File: config.mk
export PLATFORM = sky130hd
export DESIGN_NAME = ysyx_22050710_axil_arbiter
export DESIGN_NICKNAME = d
export VERILOG_FILES = /design/src/rtl/ysyx_22050710_axil_arbiter.sv
export SDC_FILE = /design/constraint.sdc
export NUM_CORES = 1
export LEC_CHECK = 0
export ABC_AREA = 0
export CAP_MARGIN = 10
export CORE_AREA = 8 8 207 209
export CTS_CLUSTER_DIAMETER = 100
export DETAILED_ROUTE_END_ITERATION = 7
export DIE_AREA = 0 0 215 217
export GPL_TIMING_DRIVEN = 0
export HOLD_SLACK_MARGIN = 0.1
export SETUP_SLACK_MARGIN = 0.02
export SLEW_MARGIN = 15
export SYNTH_ARGS = -nofsm -noshare
export SYNTH_HDL_FRONTEND = slang
export SYNTH_SLANG_ARGS = --single-unit
export TNS_END_PERCENT = 1
File: constraint.sdc
create_clock -name i_aclk -period 3.6 [get_ports i_aclk]
set_input_delay 0.72 -clock i_aclk [delete_from_list [all_inputs] [get_ports i_aclk]]
set_output_delay 0.72 -clock i_aclk [all_outputs]
set_load 0.01 [all_outputs]
File: src/rtl/ysyx_22050710_axil_arbiter.sv
// rtl/ysyx_22050710_axil_arbiter.sv - two-to-one AXI-lite arbiter (IFU read, LSU read/write) in front of the SRAM wrapper
module ysyx_22050710_axil_arbiter #(
    parameter int DATA_WIDTH = 64,
    parameter int ADDR_WIDTH = 32,
    parameter int STRB_WIDTH = DATA_WIDTH / 8
) (
    input  logic                  i_aclk,
    input  logic                  i_arsetn,
    input  logic                  i_s0_arvalid,
    output logic                  o_s0_arready,
    input  logic [ADDR_WIDTH-1:0] i_s0_araddr,
    input  logic [2:0]            i_s0_arprot,
    output logic                  o_s0_rvalid,
    input  logic                  i_s0_rready,
    output logic [DATA_WIDTH-1:0] o_s0_rdata,
    output logic [1:0]            o_s0_rresp,
    input  logic                  i_s1_arvalid,
    output logic                  o_s1_arready,
    input  logic [ADDR_WIDTH-1:0] i_s1_araddr,
    input  logic [2:0]            i_s1_arprot,
    output logic                  o_s1_rvalid,
    input  logic                  i_s1_rready,
    output logic [DATA_WIDTH-1:0] o_s1_rdata,
    output logic [1:0]            o_s1_rresp,
    input  logic                  i_s1_awvalid,
    output logic                  o_s1_awready,
    input  logic [ADDR_WIDTH-1:0] i_s1_awaddr,
    input  logic [2:0]            i_s1_awprot,
    input  logic                  i_s1_wvalid,
    output logic                  o_s1_wready,
    input  logic [DATA_WIDTH-1:0] i_s1_wdata,
    input  logic [STRB_WIDTH-1:0] i_s1_wstrb,
    output logic                  o_s1_bvalid,
    input  logic                  i_s1_bready,
    output logic [1:0]            o_s1_bresp,
    output logic                  o_m_arvalid,
    input  logic                  i_m_arready,
    output logic [ADDR_WIDTH-1:0] o_m_araddr,
    output logic [2:0]            o_m_arprot,
    input  logic                  i_m_rvalid,
    output logic                  o_m_rready,
    input  logic [DATA_WIDTH-1:0] i_m_rdata,
    input  logic [1:0]            i_m_rresp,
    output logic                  o_m_awvalid,
    input  logic                  i_m_awready,
    output logic [ADDR_WIDTH-1:0] o_m_awaddr,
    output logic [2:0]            o_m_awprot,
    output logic                  o_m_wvalid,
    input  logic                  i_m_wready,
    output logic [DATA_WIDTH-1:0] o_m_wdata,
    output logic [STRB_WIDTH-1:0] o_m_wstrb,
    input  logic                  i_m_bvalid,
    output logic                  o_m_bready,
    input  logic [1:0]            i_m_bresp
);

    localparam logic [1:0] R_IDLE = 2'd0;
    localparam logic [1:0] R_ADDR = 2'd1;
    localparam logic [1:0] R_DATA = 2'd2;

    localparam logic [1:0] W_IDLE = 2'd0;
    localparam logic [1:0] W_AW   = 2'd1;
    localparam logic [1:0] W_W    = 2'd2;
    localparam logic [1:0] W_B    = 2'd3;

    logic [1:0]            r_state_q, r_state_d;
    logic                  grant_q, grant_d;
    logic                  last_grant_q, last_grant_d;
    logic [ADDR_WIDTH-1:0] araddr_q, araddr_d;
    logic [2:0]            arprot_q, arprot_d;

    logic [1:0]            w_state_q, w_state_d;
    logic [ADDR_WIDTH-1:0] awaddr_q, awaddr_d;
    logic [2:0]            awprot_q, awprot_d;

    logic r_idle, r_data, win_s1, up_ar_fire, r_fire;
    logic w_w, w_b;

    // grant = 1 selects s1; on a tie the source that did not win last time goes first
    assign r_idle     = (r_state_q == R_IDLE);
    assign r_data     = (r_state_q == R_DATA);
    assign win_s1     = i_s1_arvalid & (~i_s0_arvalid | ~last_grant_q);
    assign up_ar_fire = r_idle & (i_s0_arvalid | i_s1_arvalid);
    assign r_fire     = i_m_rvalid & o_m_rready;

    assign o_s0_arready = r_idle & i_s0_arvalid & ~win_s1;
    assign o_s1_arready = r_idle & win_s1;

    assign o_m_arvalid = (r_state_q == R_ADDR);
    assign o_m_araddr  = araddr_q;
    assign o_m_arprot  = arprot_q;

    assign o_m_rready  = r_data & (grant_q ? i_s1_rready : i_s0_rready);
    assign o_s0_rvalid = r_data & ~grant_q & i_m_rvalid;
    assign o_s0_rdata  = (r_data & ~grant_q) ? i_m_rdata : '0;
    assign o_s0_rresp  = (r_data & ~grant_q) ? i_m_rresp : 2'b00;
    assign o_s1_rvalid = r_data & grant_q & i_m_rvalid;
    assign o_s1_rdata  = (r_data & grant_q) ? i_m_rdata : '0;
    assign o_s1_rresp  = (r_data & grant_q) ? i_m_rresp : 2'b00;

    always_comb begin
        r_state_d    = r_state_q;
        grant_d      = grant_q;
        last_grant_d = last_grant_q;
        araddr_d     = araddr_q;
        arprot_d     = arprot_q;
        case (r_state_q)
            R_IDLE: if (up_ar_fire) begin
                grant_d   = win_s1;
                araddr_d  = win_s1 ? i_s1_araddr : i_s0_araddr;
                arprot_d  = win_s1 ? i_s1_arprot : i_s0_arprot;
                r_state_d = R_ADDR;
            end
            R_ADDR: if (i_m_arready) r_state_d = R_DATA;
            R_DATA: if (r_fire) begin
                last_grant_d = grant_q;
                r_state_d    = R_IDLE;
            end
            default: r_state_d = R_IDLE;
        endcase
    end

    assign w_w = (w_state_q == W_W);
    assign w_b = (w_state_q == W_B);

    assign o_s1_awready = (w_state_q == W_IDLE);
    assign o_m_awvalid  = (w_state_q == W_AW);
    assign o_m_awaddr   = awaddr_q;
    assign o_m_awprot   = awprot_q;

    assign o_m_wvalid  = w_w & i_s1_wvalid;
    assign o_s1_wready = w_w & i_m_wready;
    assign o_m_wdata   = i_s1_wdata;
    assign o_m_wstrb   = i_s1_wstrb;

    assign o_s1_bvalid = w_b & i_m_bvalid;
    assign o_m_bready  = w_b & i_s1_bready;
    assign o_s1_bresp  = w_b ? i_m_bresp : 2'b00;

    always_comb begin
        w_state_d = w_state_q;
        awaddr_d  = awaddr_q;
        awprot_d  = awprot_q;
        case (w_state_q)
            W_IDLE: if (i_s1_awvalid) begin
                awaddr_d  = i_s1_awaddr;
                awprot_d  = i_s1_awprot;
                w_state_d = W_AW;
            end
            W_AW:    if (i_m_awready) w_state_d = W_W;
            W_W:     if (i_s1_wvalid & i_m_wready) w_state_d = W_B;
            W_B:     if (i_m_bvalid & i_s1_bready) w_state_d = W_IDLE;
            default: w_state_d = W_IDLE;
        endcase
    end

    always_ff @(posedge i_aclk or negedge i_arsetn) begin
        if (!i_arsetn) begin
            r_state_q    <= R_IDLE;
            grant_q      <= 1'b0;
            last_grant_q <= 1'b1;
            araddr_q     <= '0;
            arprot_q     <= 3'b000;
            w_state_q    <= W_IDLE;
            awaddr_q     <= '0;
            awprot_q     <= 3'b000;
        end else begin
            r_state_q    <= r_state_d;
            grant_q      <= grant_d;
            last_grant_q <= last_grant_d;
            araddr_q     <= araddr_d;
            arprot_q     <= arprot_d;
            w_state_q    <= w_state_d;
            awaddr_q     <= awaddr_d;
            awprot_q     <= awprot_d;
        end
    end

endmodule

==> results.py <==
metrics = {
    "placed_design": {
        "pre_cts_slack_ns": -0.0119,
        "dpl_cell_area_um2": 10400,
        "dp_cells": 1454,
        "numPortBuffers": 474,
        "detailed_place_hpwl_um": 23000,
        "gp_congestion": 0.763,
    },
    "power_and_ir_drop": {
        "irDropWorstVdd_uv": 306,
        "leakagePower_nw": 4.33,
        "powerDensity_nw_per_um2": 548,
        "fin_total_pwr_mw": 5.86,
    },
    "cells_and_area": {
        "final_util": 0.271,
        "stdcell_count": 1469,
        "synthToLayoutAreaGrowth_pct": 114,
        "fin_area_um2": 10700,
        "layout-drive-gt1-share": 0.222,
        "n_fill_cell": 4192,
        "nets": 1203,
        "diodes": 0,
    },
    "yosys": {
        "ys_seq_area_frac": 0.381,
        "synth_cell_types": 25,
        "synth_top_area_frac": 0.375,
        "syn_inst": 454,
        "netlist_top_cells_area": "dfrtp_1, mux2_2, and2_1",
        "synth_commonest_cells": "and2_1, mux2_2, dfrtp_1, buf_4, mux2_4",
        "yosysMostFrequentCell": "and2_1",
        "synthFlopType": "dfrtp_1",
        "synth_edf_count": 0,
        "synth_area_um2": 5000,
        "yosys_warnings": 0,
        "avgSynthCellArea_um2": 11.0,
        "async_flop_share": 1.00,
        "synth-seq-cells": 76,
        "synth_nets": 718,
        "yosysTopAreaCell": "dfrtp_1",
    },
    "sta": {
        "fin_crit_ns": 3.37,
        "fin_tns_setup_ns": 0,
        "maxSlewViolCount": 0,
        "setup-violations-final": 0,
        "fmax_ghz": 0.297,
        "period_share": 0.935,
        "hold_viol_final": 0,
        "tightestPinTransition_ns": 0.690,
        "rsz0062_at_grt": "no",
        "hold_ws_ns": 0.307,
        "finalClockSkew_ns": 0.0141,
        "setup_ws_ns": 0.234,
        "slew_headroom": 0.540,
    },
    "clock_network": {
        "cts_sinks": 76,
        "cts.clk_slew.worst_paths_ns": 0.07,
        "cts-root-buf": "clkbuf_16",
        "clk_latency_ns": 0.36,
        "clock_path_buffers": 2,
        "cts_buffers": 9,
        "cts_tree": "done",
        "h-tree-depth": 3,
        "holdBufCountCts": 0,
    },
    "worst_setup_path": {
        "worst-path-buf-inv": 3,
        "arrival_ns": 2.65,
        "cp-end-kind": "output port",
        "worst-setup-path-type": "reg2out",
        "max_stage_delay_ns": 0.58,
        "critPathRequiredTime_ns": 2.88,
        "worstPathMaxFanout": 19,
        "path_cells": "nand2b_1 > nor2_1 > clkbuf_4 > clkbuf_1 > and2_1 > clkdlybuf4s50_1",
        "critPathTopFamily": "buffers and inverters",
        "setup.worst_path.start_class": "flip-flop",
        "cp_slowest_cell": "clkdlybuf4s50_1",
    },
    "global_routing": {
        "grt_overflow": 0,
        "grt_pass1_wl_um": 38100,
        "grt_pass1_vias": 5497,
        "grt_max_degree": 49,
        "grt_antenna_before_repair": 2,
        "grtUsageTotal": 0.109,
    },
    "drt": {
        "vias_per_cell": 3.41,
        "drt_iter0_markers": 105,
        "vias": 5016,
        "firstDrtPassIters": 4,
        "drtAntennaViolNets": 0,
        "routed_wl_um": 26500,
        "wl_per_cell_um": 18.0,
        "drc_errors": 0,
    },
    "die": {
        "ios": 547,
        "die_w_um": 215,
        "fp-row-count": 73,
        "die_h_um": 217,
        "fp.coreArea_um2": 39500,
        "die-area_um2": 46700,
        "start_util": 0.127,
    },
    "min_path": {
        "min_path_type": "in2async",
    },
    "outcome": {
        "outcome": "completed",
    },
    "job": {
        "maxCapViolations": 0,
    },
}
-- worst paths after layout --
check,start,endpoint,slack [ns],cells past startpoint
max,r_state_q[0],o_s1_rdata[58],0.23,6
min,i_arsetn,o_m_arprot[1],0.31,1
max reg2reg,w_state_q[0],w_state_q[1],1.77,5
min reg2reg,o_m_araddr[19],o_m_araddr[19],0.50,1
max in group asynchronous,i_arsetn,o_m_araddr[14],2.66,2
min in group i_aclk,o_m_araddr[19],o_m_araddr[19],0.50,1
-- cell type report --
type	instances	area (µm²)	share of cell area
Inverter	4	15.0	0.00140
Clock inverter	5	37.5	0.00351
Sequential cell	76	1900	0.178
Tap cell	525	657	0.0614
Clock buffer	11	233	0.0218
Timing Repair Buffer	475	4770	0.446
Multi-Input combinational cell	278	2410	0.226
Buffer	95	669	0.0626
-- state kept, by name (all words and copies together), names as in the netlist --
register	flops
o_m_araddr	32
o_m_awaddr	32
o_m_arprot	3
o_m_awprot	3
r_state_q	2
w_state_q	2
grant_q	1
last_grant_q	1
-- layer usage --
metal  global-route usage  part of all wire
met3               0.0509             0.096
met1                0.106              0.35
met2                0.201              0.53
met5                    0            0.0010
met4               0.0347             0.020
-- cells by family after synthesis --
kind of cell / synth area share
adders and majority gates: 0.0125
buffers and inverters: 0.137
AOI/OAI and AO/OA: 0.0150
DFF: 0.381
and+or+nand+nor: 0.191
muxes: 0.264
-- layout by cell type, fill, tap and decap left out, drive strengths merged --
cell / netlist / routed
and2: 141 / 141
mux2i: 1 / 1
clkinvlp: 0 / 2
clkbuf: 12 / 22
buf: 84 / 86
dfrtp: 75 / 75
a2111oi: 1 / 1
nor2: 5 / 5
o21ai: 3 / 3
dlygate4sd2: 0 / 1
nor2b: 3 / 3
a211o: 1 / 1
ha: 5 / 5
inv: 4 / 5
nand2b: 2 / 2
nand2: 4 / 4
clkinv: 0 / 2
mux2: 107 / 107
a21boi: 2 / 2
nor3b: 1 / 1
o32a: 1 / 1
clkdlybuf4s50: 0 / 472
a21o: 1 / 1
dfstp: 1 / 1
-- what timing repair did --
action	4_1_cts	5_1_grt
gates cloned	0	0
resized for setup	1	2
setup endpoints to repair	3	13
buffers inserted	0	0
-- where the power goes --
part,total (mW),internal (mW),switching (mW)
registers,1.53,1.30,0.224
logic,3.45,2.09,1.37
clock network,0.880,0.470,0.409
total,5.86,3.86,2.00
-- worst register-to-register path: stages (launching register included) --
cell       delay (ns)
dfrtp_1          0.39
inv_1            0.09
ha_1             0.25
a21boi_0         0.17
a2111oi_2        0.44
mux2_2           0.38
Power figures use the tool's default switching activity.
